## src/rtl/phi_weighted_combiner_if.sv

```systemverilog
// Handshake bundle between the Phi expansion stage, the weighted combiner and the
// error/weight-update path.
interface phi_weighted_combiner_if #(
    parameter int unsigned Q_ORD = 7,
    parameter int unsigned WIDTH = 16
);
    logic                     phi_valid;
    logic                     phi_ready;
    logic [Q_ORD*WIDTH-1:0]   phi_packed;
    logic [Q_ORD*WIDTH-1:0]   w_packed;
    logic [WIDTH-1:0]         y_out;
    logic                     y_valid;
    logic                     busy;

    modport master (
        output phi_valid, phi_packed, w_packed,
        input  phi_ready, y_out, y_valid, busy
    );

    modport slave (
        input  phi_valid, phi_packed, w_packed,
        output phi_ready, y_out, y_valid, busy
    );
endinterface

```

## src/rtl/phi_weighted_combiner.sv

```systemverilog
// Serial FLAF combiner: y = sum phi[k]*w[k] over Q_ORD branches with one signed MAC.
// Define PHI_COMBINER_SAT_EN to clamp the rounded result instead of wrapping it.
module phi_weighted_combiner #(
    parameter int unsigned Q_ORD  = 7,
    parameter int unsigned WIDTH  = 16,
    parameter int unsigned PHI_QP = 15,
    parameter int unsigned WQP    = 12,
    parameter int unsigned ACC_W  = 2 * WIDTH + 4
) (
    input  logic                   clk_i,
    input  logic                   rst_ni,
    phi_weighted_combiner_if.slave bus_io
);
    localparam int unsigned CntW = (Q_ORD > 1) ? $clog2(Q_ORD) : 1;
    localparam logic [CntW-1:0] CntLast = CntW'(Q_ORD - 1);
    localparam logic signed [ACC_W-1:0] RndHalf = ACC_W'(1) << (PHI_QP - 1);

    typedef enum logic [1:0] {StIdle, StMac, StOut} state_e;

    state_e                   state_q;
    logic [CntW-1:0]          cnt_q;
    logic signed [ACC_W-1:0]  acc_q;
    logic [Q_ORD*WIDTH-1:0]   phi_q;
    logic [Q_ORD*WIDTH-1:0]   w_q;
    logic [WIDTH-1:0]         y_q;
    logic                     y_valid_q;
    logic                     phi_ready_q;
    logic                     busy_q;

    logic signed [WIDTH-1:0]   phi_k;
    logic signed [WIDTH-1:0]   w_k;
    logic signed [2*WIDTH-1:0] prod;
    logic signed [ACC_W-1:0]   acc_sum;
    logic signed [ACC_W-1:0]   rounded;
    logic [WIDTH-1:0]          y_red;

    always_comb begin
        phi_k   = phi_q[cnt_q*WIDTH +: WIDTH];
        w_k     = w_q[cnt_q*WIDTH +: WIDTH];
        prod    = phi_k * w_k;
        acc_sum = acc_q + {{(ACC_W - 2 * WIDTH){prod[2*WIDTH-1]}}, prod};
        // Adding half an LSB before the arithmetic shift rounds ties toward +inf.
        rounded = (acc_sum + RndHalf) >>> PHI_QP;
    end

`ifdef PHI_COMBINER_SAT_EN
    localparam logic signed [ACC_W-1:0] YMax = (ACC_W'(1) << (WIDTH - 1)) - ACC_W'(1);
    localparam logic signed [ACC_W-1:0] YMin = ~YMax;

    always_comb begin
        if (rounded > YMax) begin
            y_red = YMax[WIDTH-1:0];
        end else if (rounded < YMin) begin
            y_red = YMin[WIDTH-1:0];
        end else begin
            y_red = rounded[WIDTH-1:0];
        end
    end
`else
    assign y_red = rounded[WIDTH-1:0];
`endif

    always_ff @(posedge clk_i or negedge rst_ni) begin
        if (!rst_ni) begin
            state_q     <= StIdle;
            cnt_q       <= '0;
            acc_q       <= '0;
            phi_q       <= '0;
            w_q         <= '0;
            y_q         <= '0;
            y_valid_q   <= 1'b0;
            phi_ready_q <= 1'b0;
            busy_q      <= 1'b0;
        end else begin
            unique case (state_q)
                StIdle: begin
                    y_valid_q <= 1'b0;
                    if (bus_io.phi_valid && phi_ready_q) begin
                        phi_q       <= bus_io.phi_packed;
                        w_q         <= bus_io.w_packed;
                        acc_q       <= '0;
                        cnt_q       <= '0;
                        phi_ready_q <= 1'b0;
                        busy_q      <= 1'b1;
                        state_q     <= StMac;
                    end else begin
                        phi_ready_q <= 1'b1;
                        busy_q      <= 1'b0;
                    end
                end
                StMac: begin
                    acc_q <= acc_sum;
                    cnt_q <= cnt_q + CntW'(1);
                    // Result is registered on the last MAC edge so y_valid lines up with OUT.
                    if (cnt_q == CntLast) begin
                        y_q       <= y_red;
                        y_valid_q <= 1'b1;
                        state_q   <= StOut;
                    end
                end
                StOut: begin
                    y_valid_q   <= 1'b0;
                    phi_ready_q <= 1'b1;
                    busy_q      <= 1'b0;
                    cnt_q       <= '0;
                    state_q     <= StIdle;
                end
                default: begin
                    state_q     <= StIdle;
                    phi_ready_q <= 1'b0;
                    busy_q      <= 1'b0;
                    y_valid_q   <= 1'b0;
                end
            endcase
        end
    end

    assign bus_io.phi_ready = phi_ready_q;
    assign bus_io.busy      = busy_q;
    assign bus_io.y_out     = y_q;
    assign bus_io.y_valid   = y_valid_q;
endmodule
```

## src/flat_wrapper.sv

```systemverilog
// flat-port wrapper written by rule: the top's interface ports become plain ports
module phi_weighted_combiner_flat 
#(
    parameter int unsigned Q_ORD  = 7,
    parameter int unsigned WIDTH  = 16,
    parameter int unsigned PHI_QP = 15,
    parameter int unsigned WQP    = 12,
    parameter int unsigned ACC_W  = 2 * WIDTH + 4
)
  (clk_i, rst_ni, bus_io_phi_valid, bus_io_phi_packed, bus_io_w_packed, bus_io_phi_ready, bus_io_y_out, bus_io_y_valid, bus_io_busy);
  phi_weighted_combiner_if #(.Q_ORD(Q_ORD), .WIDTH(WIDTH)) bus_io_i ();
  input  logic clk_i;
  input  logic rst_ni;
  input wire logic [$bits(bus_io_i.phi_valid)-1:0] bus_io_phi_valid;
  input wire logic [$bits(bus_io_i.phi_packed)-1:0] bus_io_phi_packed;
  input wire logic [$bits(bus_io_i.w_packed)-1:0] bus_io_w_packed;
  output wire logic [$bits(bus_io_i.phi_ready)-1:0] bus_io_phi_ready;
  output wire logic [$bits(bus_io_i.y_out)-1:0] bus_io_y_out;
  output wire logic [$bits(bus_io_i.y_valid)-1:0] bus_io_y_valid;
  output wire logic [$bits(bus_io_i.busy)-1:0] bus_io_busy;
  assign bus_io_i.phi_valid = bus_io_phi_valid;
  assign bus_io_i.phi_packed = bus_io_phi_packed;
  assign bus_io_i.w_packed = bus_io_w_packed;
  assign bus_io_phi_ready = bus_io_i.phi_ready;
  assign bus_io_y_out = bus_io_i.y_out;
  assign bus_io_y_valid = bus_io_i.y_valid;
  assign bus_io_busy = bus_io_i.busy;
  phi_weighted_combiner #(.Q_ORD(Q_ORD), .WIDTH(WIDTH), .PHI_QP(PHI_QP), .WQP(WQP), .ACC_W(ACC_W)) u_core (.clk_i(clk_i), .rst_ni(rst_ni), .bus_io(bus_io_i));
endmodule
```

## config.mk

```make
export PLATFORM = sky130hd
export DESIGN_NAME = phi_weighted_combiner_flat
export DESIGN_NICKNAME = d
export VERILOG_FILES = /design/src/rtl/phi_weighted_combiner_if.sv /design/src/rtl/phi_weighted_combiner.sv /design/src/flat_wrapper.sv
export SDC_FILE = /design/constraint.sdc
export NUM_CORES = 1
export LEC_CHECK = 0
export BUFFER_PORTS_ARGS = -buffer_cell sky130_fd_sc_hd__buf_4
export CAP_MARGIN = 30
export CORE_ASPECT_RATIO = 2
export CORE_UTILIZATION = 55
export DETAILED_ROUTE_END_ITERATION = 10
export PLACE_DENSITY_LB_ADDON = 0.1
export SLEW_MARGIN = 25
export SYNTH_ARGS = -nofsm -noshare
export SYNTH_HDL_FRONTEND = slang
export SYNTH_SLANG_ARGS = --single-unit
```

## constraint.sdc

```tcl
create_clock -name clk_i -period 10.65 [get_ports clk_i]
set_input_delay 1.065 -clock clk_i [delete_from_list [all_inputs] [get_ports clk_i]]
set_output_delay 1.065 -clock clk_i [all_outputs]
set_load 0.02 [all_outputs]
```

# ---- Word-level counts from Yosys, hierarchy flattened
# Cells that the tools add are included.
dict set report word_totals {
  register_bits 284
  output_inout_bits 19
  elab_cells 42
}
dict set report classes {
  addsub 3
  mul 1
  eq_ne 5
  shifts 2
  n_mux 13
  reduce_logical 9
}
# cell n
set ops {}
lappend ops {{$shiftx A112 B8 Y16} 2}
lappend ops {{$pmux W36 S2} 1}
lappend ops {{$add A36 B36 Y36} 1}
lappend ops {{$mux W36} 1}
lappend ops {{$mul A16 B16 Y32} 1}
lappend ops {{$add A31 B16 Y31 const B} 1}
lappend ops {{$reduce_and A2 Y1} 5}
lappend ops {{$pmux W3 S3} 1}
lappend ops {{$mux W1} 4}
lappend ops {{$mux W2} 2}
lappend ops {{$ne A2 B1 Y1 const B} 2}
lappend ops {{$pmux W2 S2} 1}
lappend ops {{$add A3 B1 Y3 const B} 1}
lappend ops {{$eq A3 B3 Y1 const B} 1}
lappend ops {{$mux W3} 1}
lappend ops {{$pmux W1 S3} 1}
lappend ops {{$reduce_bool A3 Y1} 1}
lappend ops {{$eq A2 B1 Y1 const B} 1}
lappend ops {{$eq A2 B2 Y1 const B} 1}
lappend ops {{$logic_not A2 Y1} 1}
lappend ops {{$pmux W1 S2} 1}
lappend ops {{$reduce_bool A2 Y1} 1}
lappend ops {{$logic_and A1 B1 Y1} 1}

# ---- Logic depth before layout (Yosys ltp)
# Gate-level depths: netlist of run 1.
dict set report depth {
  depth_word 4
  mapped_depth 45
  mapped_depth_nobuf 39
}

# ---- Worst setup path after synthesis of run 1
# Ideal clock, no wire load.
dict set report synth_path {
  kind {register to register}
  from {reg u_core.cnt_q[0]}
  to {reg u_core.y_q[14], in the netlist u_core.bus_io.y_out[14]}
  t_arrival_ps 10298
  required_time_ps 10519
  setup_slack_ps 220
  path_stages_with_launch 38
  n_path_buf 6
  period_less_slack_ps 10430
  cell_sequence {dfrtp_1 -> clkbuf_1 -> buf_2 -> buf_1 -> buf_2 -> buf_1 -> mux2i_1 -> nor2_1 -> a21oi_1 -> a21oi_1 -> nand2_1 -> fa_1 -> inv_1 -> fa_1 -> ha_1 -> fa_1 -> inv_1 -> fa_1 -> [... 2 more ...] -> ha_1 -> or3_1 -> o21ai_0 -> o211a_1 -> o21bai_1 -> a21oi_1 -> xnor2_1 -> ha_1 -> clkbuf_1 -> nand2_1 -> a211oi_2 -> nor3_1 -> or4b_4 -> or3_4 -> or4b_4 -> nor4b_4 -> xor2_1 -> o21ai_1}
}
dict set report synth_between {
  elab_chain_cells 4
  word_cells_on_any_way 7
  classes_between {add/sub (2); mul (1); eq/ne (1); shift (2); reduce/logical (1)}
}
# item line_no
set synth_lines {}
lappend synth_lines {{start: declaration} phi_weighted_combiner.sv:21} ;# logic [CntW-1:0] cnt_q;
lappend synth_lines {{start signal: assignment} phi_weighted_combiner.sv:93} ;# cnt_q <= cnt_q + CntW'(1);
lappend synth_lines {{$shiftx A112 B8 Y16 (on tied branches)} {phi_weighted_combiner.sv:38, phi_weighted_combiner.sv:39}}
lappend synth_lines {{$mul A16 B16 Y32} phi_weighted_combiner.sv:40} ;# prod = phi_k * w_k;
lappend synth_lines {{$add A36 B36 Y36} phi_weighted_combiner.sv:41} ;# acc_sum = acc_q + {{(ACC_W - 2 * WIDTH){prod[2*WIDTH-1]}}, prod};
lappend synth_lines {{$add A31 B16 Y31} phi_weighted_combiner.sv:43} ;# rounded = (acc_sum + RndHalf) >>> PHI_QP;
lappend synth_lines {{end signal: assignment} phi_weighted_combiner.sv:96} ;# y_q <= y_red;
lappend synth_lines {{end: declaration} phi_weighted_combiner.sv:25} ;# logic [WIDTH-1:0] y_q;
# Several ways; a longest one is shown, not always the timed one.
# A chain may end at the register's enable or synchronous reset.

# ---- Worst setup path in the final report of run 1
# Same ends and word-level chain as after synthesis.

==> results of run 1 <==
## logic make-up (layout without fill, tap and decap cells)
group / after synthesis / in the layout / synth area share
adders and majority gates: 372 / 372 / 0.281
buffers and inverters: 404 / 694 / 0.0648
other: 0 / 4 / 0
muxes: 292 / 292 / 0.154
and+or+nand+nor: 522 / 522 / 0.0967
AOI/OAI and AO/OA: 289 / 289 / 0.0778
xor gates and xnor gates: 74 / 74 / 0.0284
DFF: 279 / 279 / 0.298
## layout make-up
| class | instances | area, um^2 |
|---|---|---|
| Sequential cell | 279 | 6990 |
| Antenna cell | 4 | 10.0 |
| Tap cell | 540 | 676 |
| Fill cell | 3506 | 14600 |
| Multi-Input combinational cell | 1549 | 15000 |
| Clock buffer | 34 | 722 |
| Timing Repair Buffer | 327 | 2580 |
| Clock inverter | 15 | 181 |
| Inverter | 318 | 1190 |
## metrics by stage
step | instance area [um^2] | worst slack, ns | utilization | cells
finish | 27300 | 0.412 | 0.652 | 3066
global route | 27300 | 0.00373 | 0.652 | 3066
CTS | 27300 | 0.328 | 0.651 | 3061
detailed placement | 26400 | 0.328 | 0.629 | 3012
global placement | 26400 | 0.487 | 0.629 | 3011
floorplan | 23500 | 0.220 | - | 2232
## layer usage
layer,track usage,wire length [um],vias up
met3,0.0431,2700,196
met5,0,0,-
met1,0.315,22100,8717
met4,0.206,4880,0
met2,0.616,37500,494
li1,-,-,7865
## registers in the layout (all words and copies together), names as in the netlist
signal                   cells
u_core.acc_q                31
u_core.bus_io.busy           1
u_core.bus_io.phi_ready      1
u_core.bus_io.y_out         16
u_core.bus_io.y_valid        1
u_core.cnt_q                 3
u_core.phi_q               112
u_core.state_q               2
u_core.w_q                 112
## synth_stat cells, types with 5 or more instances
library cell / count
sky130_fd_sc_hd__o21bai_1: 6
sky130_fd_sc_hd__nor3_1: 17
sky130_fd_sc_hd__a31oi_1: 8
sky130_fd_sc_hd__nor4_1: 7
sky130_fd_sc_hd__mux2_2: 226
sky130_fd_sc_hd__clkbuf_1: 72
sky130_fd_sc_hd__o21ai_0: 53
sky130_fd_sc_hd__a21o_1: 34
sky130_fd_sc_hd__a21oi_1: 87
sky130_fd_sc_hd__ha_1: 115
sky130_fd_sc_hd__o211ai_1: 10
sky130_fd_sc_hd__a211oi_1: 11
sky130_fd_sc_hd__inv_1: 317
sky130_fd_sc_hd__nor2_1: 203
sky130_fd_sc_hd__dfrtp_1: 279
sky130_fd_sc_hd__and2_1: 14
sky130_fd_sc_hd__or3_1: 5
sky130_fd_sc_hd__o21a_1: 12
sky130_fd_sc_hd__buf_1: 11
sky130_fd_sc_hd__mux2i_1: 34
sky130_fd_sc_hd__nand2b_1: 16
sky130_fd_sc_hd__nand3_1: 16
sky130_fd_sc_hd__nor2b_1: 12
sky130_fd_sc_hd__mux4_2: 32
sky130_fd_sc_hd__nand2_1: 206
sky130_fd_sc_hd__xor2_1: 25
sky130_fd_sc_hd__o22ai_1: 28
sky130_fd_sc_hd__and3_1: 5
sky130_fd_sc_hd__o21ai_1: 6
sky130_fd_sc_hd__xnor2_1: 48
sky130_fd_sc_hd__fa_1: 257
## final timing paths
path / cells after the start / slack (ns) / endpoint / start
worst min register to register: 1 / 0.49 / u_core.bus_io.busy / u_core.bus_io.busy
max in group asynchronous: 2 / 8.59 / u_core.phi_q[44] / rst_ni
min in group asynchronous: 1 / 0.59 / u_core.bus_io.y_out[10] / rst_ni
worst max register to register: 32 / 0.41 / u_core.bus_io.y_out[14] / u_core.cnt_q[0]
worst max-delay path: 32 / 0.41 / u_core.bus_io.y_out[14] / u_core.cnt_q[0]
worst min-delay path: 1 / 0.49 / u_core.bus_io.busy / u_core.bus_io.busy
## what timing repair did
action	4_1_cts	5_1_grt
gates resized for setup	0	4
setup buffers	0	0
hold endpoints to repair	0	0
setup endpoints to repair	0	7
==> metrics list, run 1 <==
- The worst hold path belongs to the class flop to flop.
- Crit. End Element: flop
- Total global routing overflow: 0
* Run status: completed
- In this run the count of I/O pins placed on the die edge is 246.
- The first detailed-routing pass ran for 4 iterations.
- Hold timing on the final database bottoms out at a slack of 0.492 ns.
* Cell type of the slowest stage on the worst timing path: sky130_fd_sc_hd__dfrtp_4
* Number of hold violations in the final report: 0
* Clock buffer count from CTS: 27
- Buffers placed on the I/O ports in this run total 245.
- Of the cells placed in the final design, the portion with a size suffix greater than 1 is 0.261.
- Cell seen most often among critical-path stages: sky130_fd_sc_hd__fa_1
- The die covers 0.0435 mm^2.
- Summed over all instances, the cell type with the most area after synthesis is sky130_fd_sc_hd__dfrtp_1.
* Site row count: 106
- Maximum level of the CTS H-tree: 1
- Cell variety after synth: 67
- Of the available clock period, the critical path in the final layout requires 0.961.
- Highest clock rate: 97.7 MHz
- Number of antenna violations at the first check in global routing: 4
* Clock skew: 0.0140 ns
- Measured along the x axis, the die boundary spans 148 um.
- At the pin with the least slew margin, the transition time is 1.01 ns.
* Clock insertion delay at the later pin of the skew report: 0.58 ns
- The top cell types in the final layout, fill and taps aside, are 317 x sky130_fd_sc_hd__inv_1, 317 x sky130_fd_sc_hd__buf_4, 276 x sky130_fd_sc_hd__dfrtp_1, 257 x sky130_fd_sc_hd__fa_1, 226 x sky130_fd_sc_hd__mux2_2.
- In this run the worst path has a maximum fanout of 24.
* Main area contributors after synthesis: sky130_fd_sc_hd__dfrtp_1 30%, sky130_fd_sc_hd__fa_1 22%, sky130_fd_sc_hd__mux2_2 11%
- Proportion of register bits with asynchronous set or reset after synthesis: 1.00
- In this run the remaining antenna-violating nets after routing total 0.
* Largest net degree at the start of global routing: 195
- Endpoint arrival time on the critical path: 10.68 ns
* Number of hold-repair buffers added at the cts stage: 0
- Min cycle time layout: 10.24 ns
* Portion of the post-synthesis area used by sequential elements: 0.298
- Wire length per cell after detailed routing: 21.9 um
* Vias in the first global route: 19.4k
* Number of enable-type register cells in the synthesized netlist: 0
* Count of vias placed by the detailed router: 17.3k
* Top_reg_cell synth: sky130_fd_sc_hd__dfrtp_1
- From bottom edge to top edge, the die measures 294 um.
- Number of buffers on the longest clock path: 3
* Syn. warnings: 0
- Using the TritonRoute via totals, the vias-per-cell ratio works out to 5.63.
- Setup repair after global routing missed its margin: no
- Post-synthesis net count: 2,831
- Buffering stage count on the worst path with inverters included: 5
* Top delay family on crit path: adder cells
- Post-synthesis area per instance: 10.5 um^2
* Global-route wire length before repair: 105,000 um
- Starting Density: 0.560
- The first routing iteration left 609 violations.
* Post-Synthesis Cell Area: 0.0235 mm^2
- Finish-stage setup viols: 0
- DPL Wire Length: 54,700 um
* Final Slew Violations: 0
* Total core area: 0.0419 mm^2
* Global placer's final weighted congestion: 0.958
- Across every metal layer, demand over resource in global routing totals 0.321.
- Number of nets in the final layout: 3,101
- CP Launch Type: flop
- Clock tree root driver cell: sky130_fd_sc_hd__clkbuf_16
* Area fraction of the dominant cell type after synthesis: 0.298
- Summed over all failing endpoints, the final setup total negative slack is 0 ns.
- In this run the tightest slew margin relative to its limit is 0.327.
* Final routed wirelength across all metal layers: 67,200 um
* Crit path kind: flop to flop
- Clk sink count: 279
- Register clock-pin slew on the reported worst setup and hold paths: 0.07 ns
- The tool flagged a number of max-cap violations equal to 0.
- Data required time of the worst path: 11.09 ns
* Number of design rule violations left after detail routing: 0
- From synthesis to final layout, the design area changed by 16.6%.
* Instance count of the mapped netlist: 2,232
* FF+latch count, synth: 279
- TritonCTS built the clock tree.
* Highest cell delay on the worst timing path: 0.65 ns
Power of run 1 is not shown: default switching activity piles up to over one toggle a cycle in this logic, so the estimate is an artifact.
==> run 2, diff against run 1 <==
Settings changed: GPL_TIMING_DRIVEN set to 0, REMOVE_ABC_BUFFERS set to 1.
==> run 2 against run 1 <==
Compared with the run above: cell area grew 1.8%; critical endpoint is now u_core.bus_io.y_out[12]; critical path depth grew 2; sequential share of layout area shrank 0.43 points; worst setup slack lost 0.14 ns; sequential cell count is the same; utilization grew 1.2 points; via count grew 0.72%; die area is the same; non-clock buffer count shrank 19; first-iteration DRC count grew 10%.
==> metrics list, run 2 (synthesis results as in run 1) <==
- Run status: completed
* Number of port buffers: 245
* Total core area: 0.0419 mm^2
- STA puts the critical path data required time at 11.08 ns.
- Data arrives at the worst endpoint at 10.81 ns.
- The largest registers in the layout are u_core.phi_q: 112 flops, u_core.w_q: 112 flops, u_core.acc_q: 31 flops.
- Counting both buffers and inverters, the worst setup path holds a total of 7.
- Final Slew Violations: 0
- The min-delay analysis places its worst path in the category input pin to async pin.
- Number of design rule violations left after detail routing: 0
- Number of hold violations in the final report: 0
- Total global routing overflow: 0
- Highest cell delay on the worst timing path: 0.56 ns
- Signal routing reaches up to met4.
- After detailed routing, the number of vias per cell comes to 5.71.
* Maxcap violations: 0
- Count of pins on the block boundary: 246
- For the pin with the worst max-slew slack, the measured transition is 0.804 ns.
- Crit. End Element: flop
- The smallest clock period supported by the final layout is computed as 10.38 ns.
- On the critical path the largest part of the delay comes from adder cells.
* Clock skew: 0.0241 ns
- In this run the number of H-tree levels came out at 1.
* Routed length on met3: 2750 um
* Vias in the first global route: 19.5k
* Largest net degree at the start of global routing: 94
- Leading cell types in the layout, fill and taps excluded: 317 x sky130_fd_sc_hd__inv_1, 278 x sky130_fd_sc_hd__buf_4, 276 x sky130_fd_sc_hd__dfrtp_1, 257 x sky130_fd_sc_hd__fa_1, 226 x sky130_fd_sc_hd__mux2_2
* Total placed instance area: 0.0263 mm^2
- The detailed router placed 17.4k vias in this run.
- All-Layer GR Usage: 0.311
- TritonCTS built the clock tree.
* Clock buffer count from CTS: 26
* Clock tree root driver cell: sky130_fd_sc_hd__clkbuf_16
- At the later pin of the worst-skew pair, clock insertion delay measures 0.58 ns.
- Number of buffers on the longest clock path: 3
- DR WL met2: 35,900 um
- The most numerous cell type found on the critical path is sky130_fd_sc_hd__fa_1.
- The first TritonRoute pass finished after 7 iterations.
- Register clock-pin slew on the reported worst setup and hold paths: 0.07 ns
* Finish-stage setup viols: 0
- In the final layout, the share of cells above drive strength 1 is 0.275.
- The initial antenna violation count is 0.
- Of all nets on the critical path, the largest fanout is 28.
- Period utilization: 0.974
- Wire length per cell after detailed routing: 21.4 um
- Number of nets in the final layout: 3,082
- Based on the critical path, the design can be clocked at up to 96.4 MHz.
- The floorplan has 106 rows.
- Final routed wirelength across all metal layers: 65,300 um
- Max-slew headroom: 0.462
- Clk sink count: 279
- The first routing iteration left 670 violations.
- Once routing completed, OpenROAD measured the worst setup slack at 0.274 ns.
- The first global-routing pass estimated 102,000 um of wire.
- Cell type of the slowest stage on the worst timing path: sky130_fd_sc_hd__mux4_2
* CP Launch Type: flop
* Global placer's final weighted congestion: 0.977
- DIE HEIGHT: 294 um
- Width of the die: 148 um
- Leaving out fill and tap cells, the most frequent cell in the layout is sky130_fd_sc_hd__inv_1.
* Worst slack, placed: -1.27 ns
- Area growth from synthesis to layout: 18.6%
- With fillers left out, the area of the finished cells amounts to 0.0278 mm^2.
* Starting Density: 0.560
* DPL Wire Length: 51,000 um
- Overall die area: 0.0435 mm^2
- Crit path kind: flop to flop
- Once detail routing completed, the nets flagged for antenna violations numbered 0.
- Routed length on met1: 21,700 um
-- run 2: cell count changes in the layout (fill, tap and decap cells not counted), sizes merged --
cell and delta:
buf -21, inv -6, clkbuf +4, bufinv +3
diode -3, a21oi +1
-- run 2: through the flow --
stage	utilization	hold WS, ns	instances	setup TNS, ns
after floorplan	-	0.476	2146	-2577.78
after detailed placement	0.629	0.472	2977	-6.99
after global placement	0.612	0.460	2931	-4719.75
final	0.664	0.322	3044	0
after global routing	0.664	0.311	3043	-0.0160
after CTS	0.657	0.304	3030	0
-- run 2: final timing paths --
path                                           end  cells past startpoint                   start  slack [ns]
setup / recovery           u_core.bus_io.y_out[12]                     34         u_core.cnt_q[0]        0.27
hold / removal             u_core.bus_io.phi_ready                      1                  rst_ni        0.32
min in group clk_i          u_core.bus_io.y_out[3]                      2  u_core.bus_io.y_out[3]        0.49
max in group asynchronous         u_core.phi_q[43]                      3                  rst_ni        9.17
hold reg to reg             u_core.bus_io.y_out[3]                      2  u_core.bus_io.y_out[3]        0.49
setup reg to reg           u_core.bus_io.y_out[12]                     34         u_core.cnt_q[0]        0.27
-- run 2: metal layers --
metal	vias to the layer above	track usage
met5	-	0
met4	0	0.197
met3	218	0.0470
met2	497	0.593
met1	8868	0.306
li1	7813	-
-- run 2: cell type report --
cell class | instances | area [um^2]
Timing Repair Buffer | 308 | 2600
Antenna cell | 1 | 2.50
Tap cell | 540 | 676
Inverter | 318 | 1190
Clock inverter | 12 | 223
Multi-Input combinational cell | 1550 | 15400
Clock buffer | 36 | 749
Sequential cell | 279 | 6990
Fill cell | 3440 | 14100
-- run 2: timing repair --
action	in CTS	in global routing
pin swaps	0	6
setup buffers	5	10
hold buffers	0	0
setup endpoints to repair	12	7
cloned	0	2
gates resized for setup	29	29
Power of run 2 is left out for the same reason.
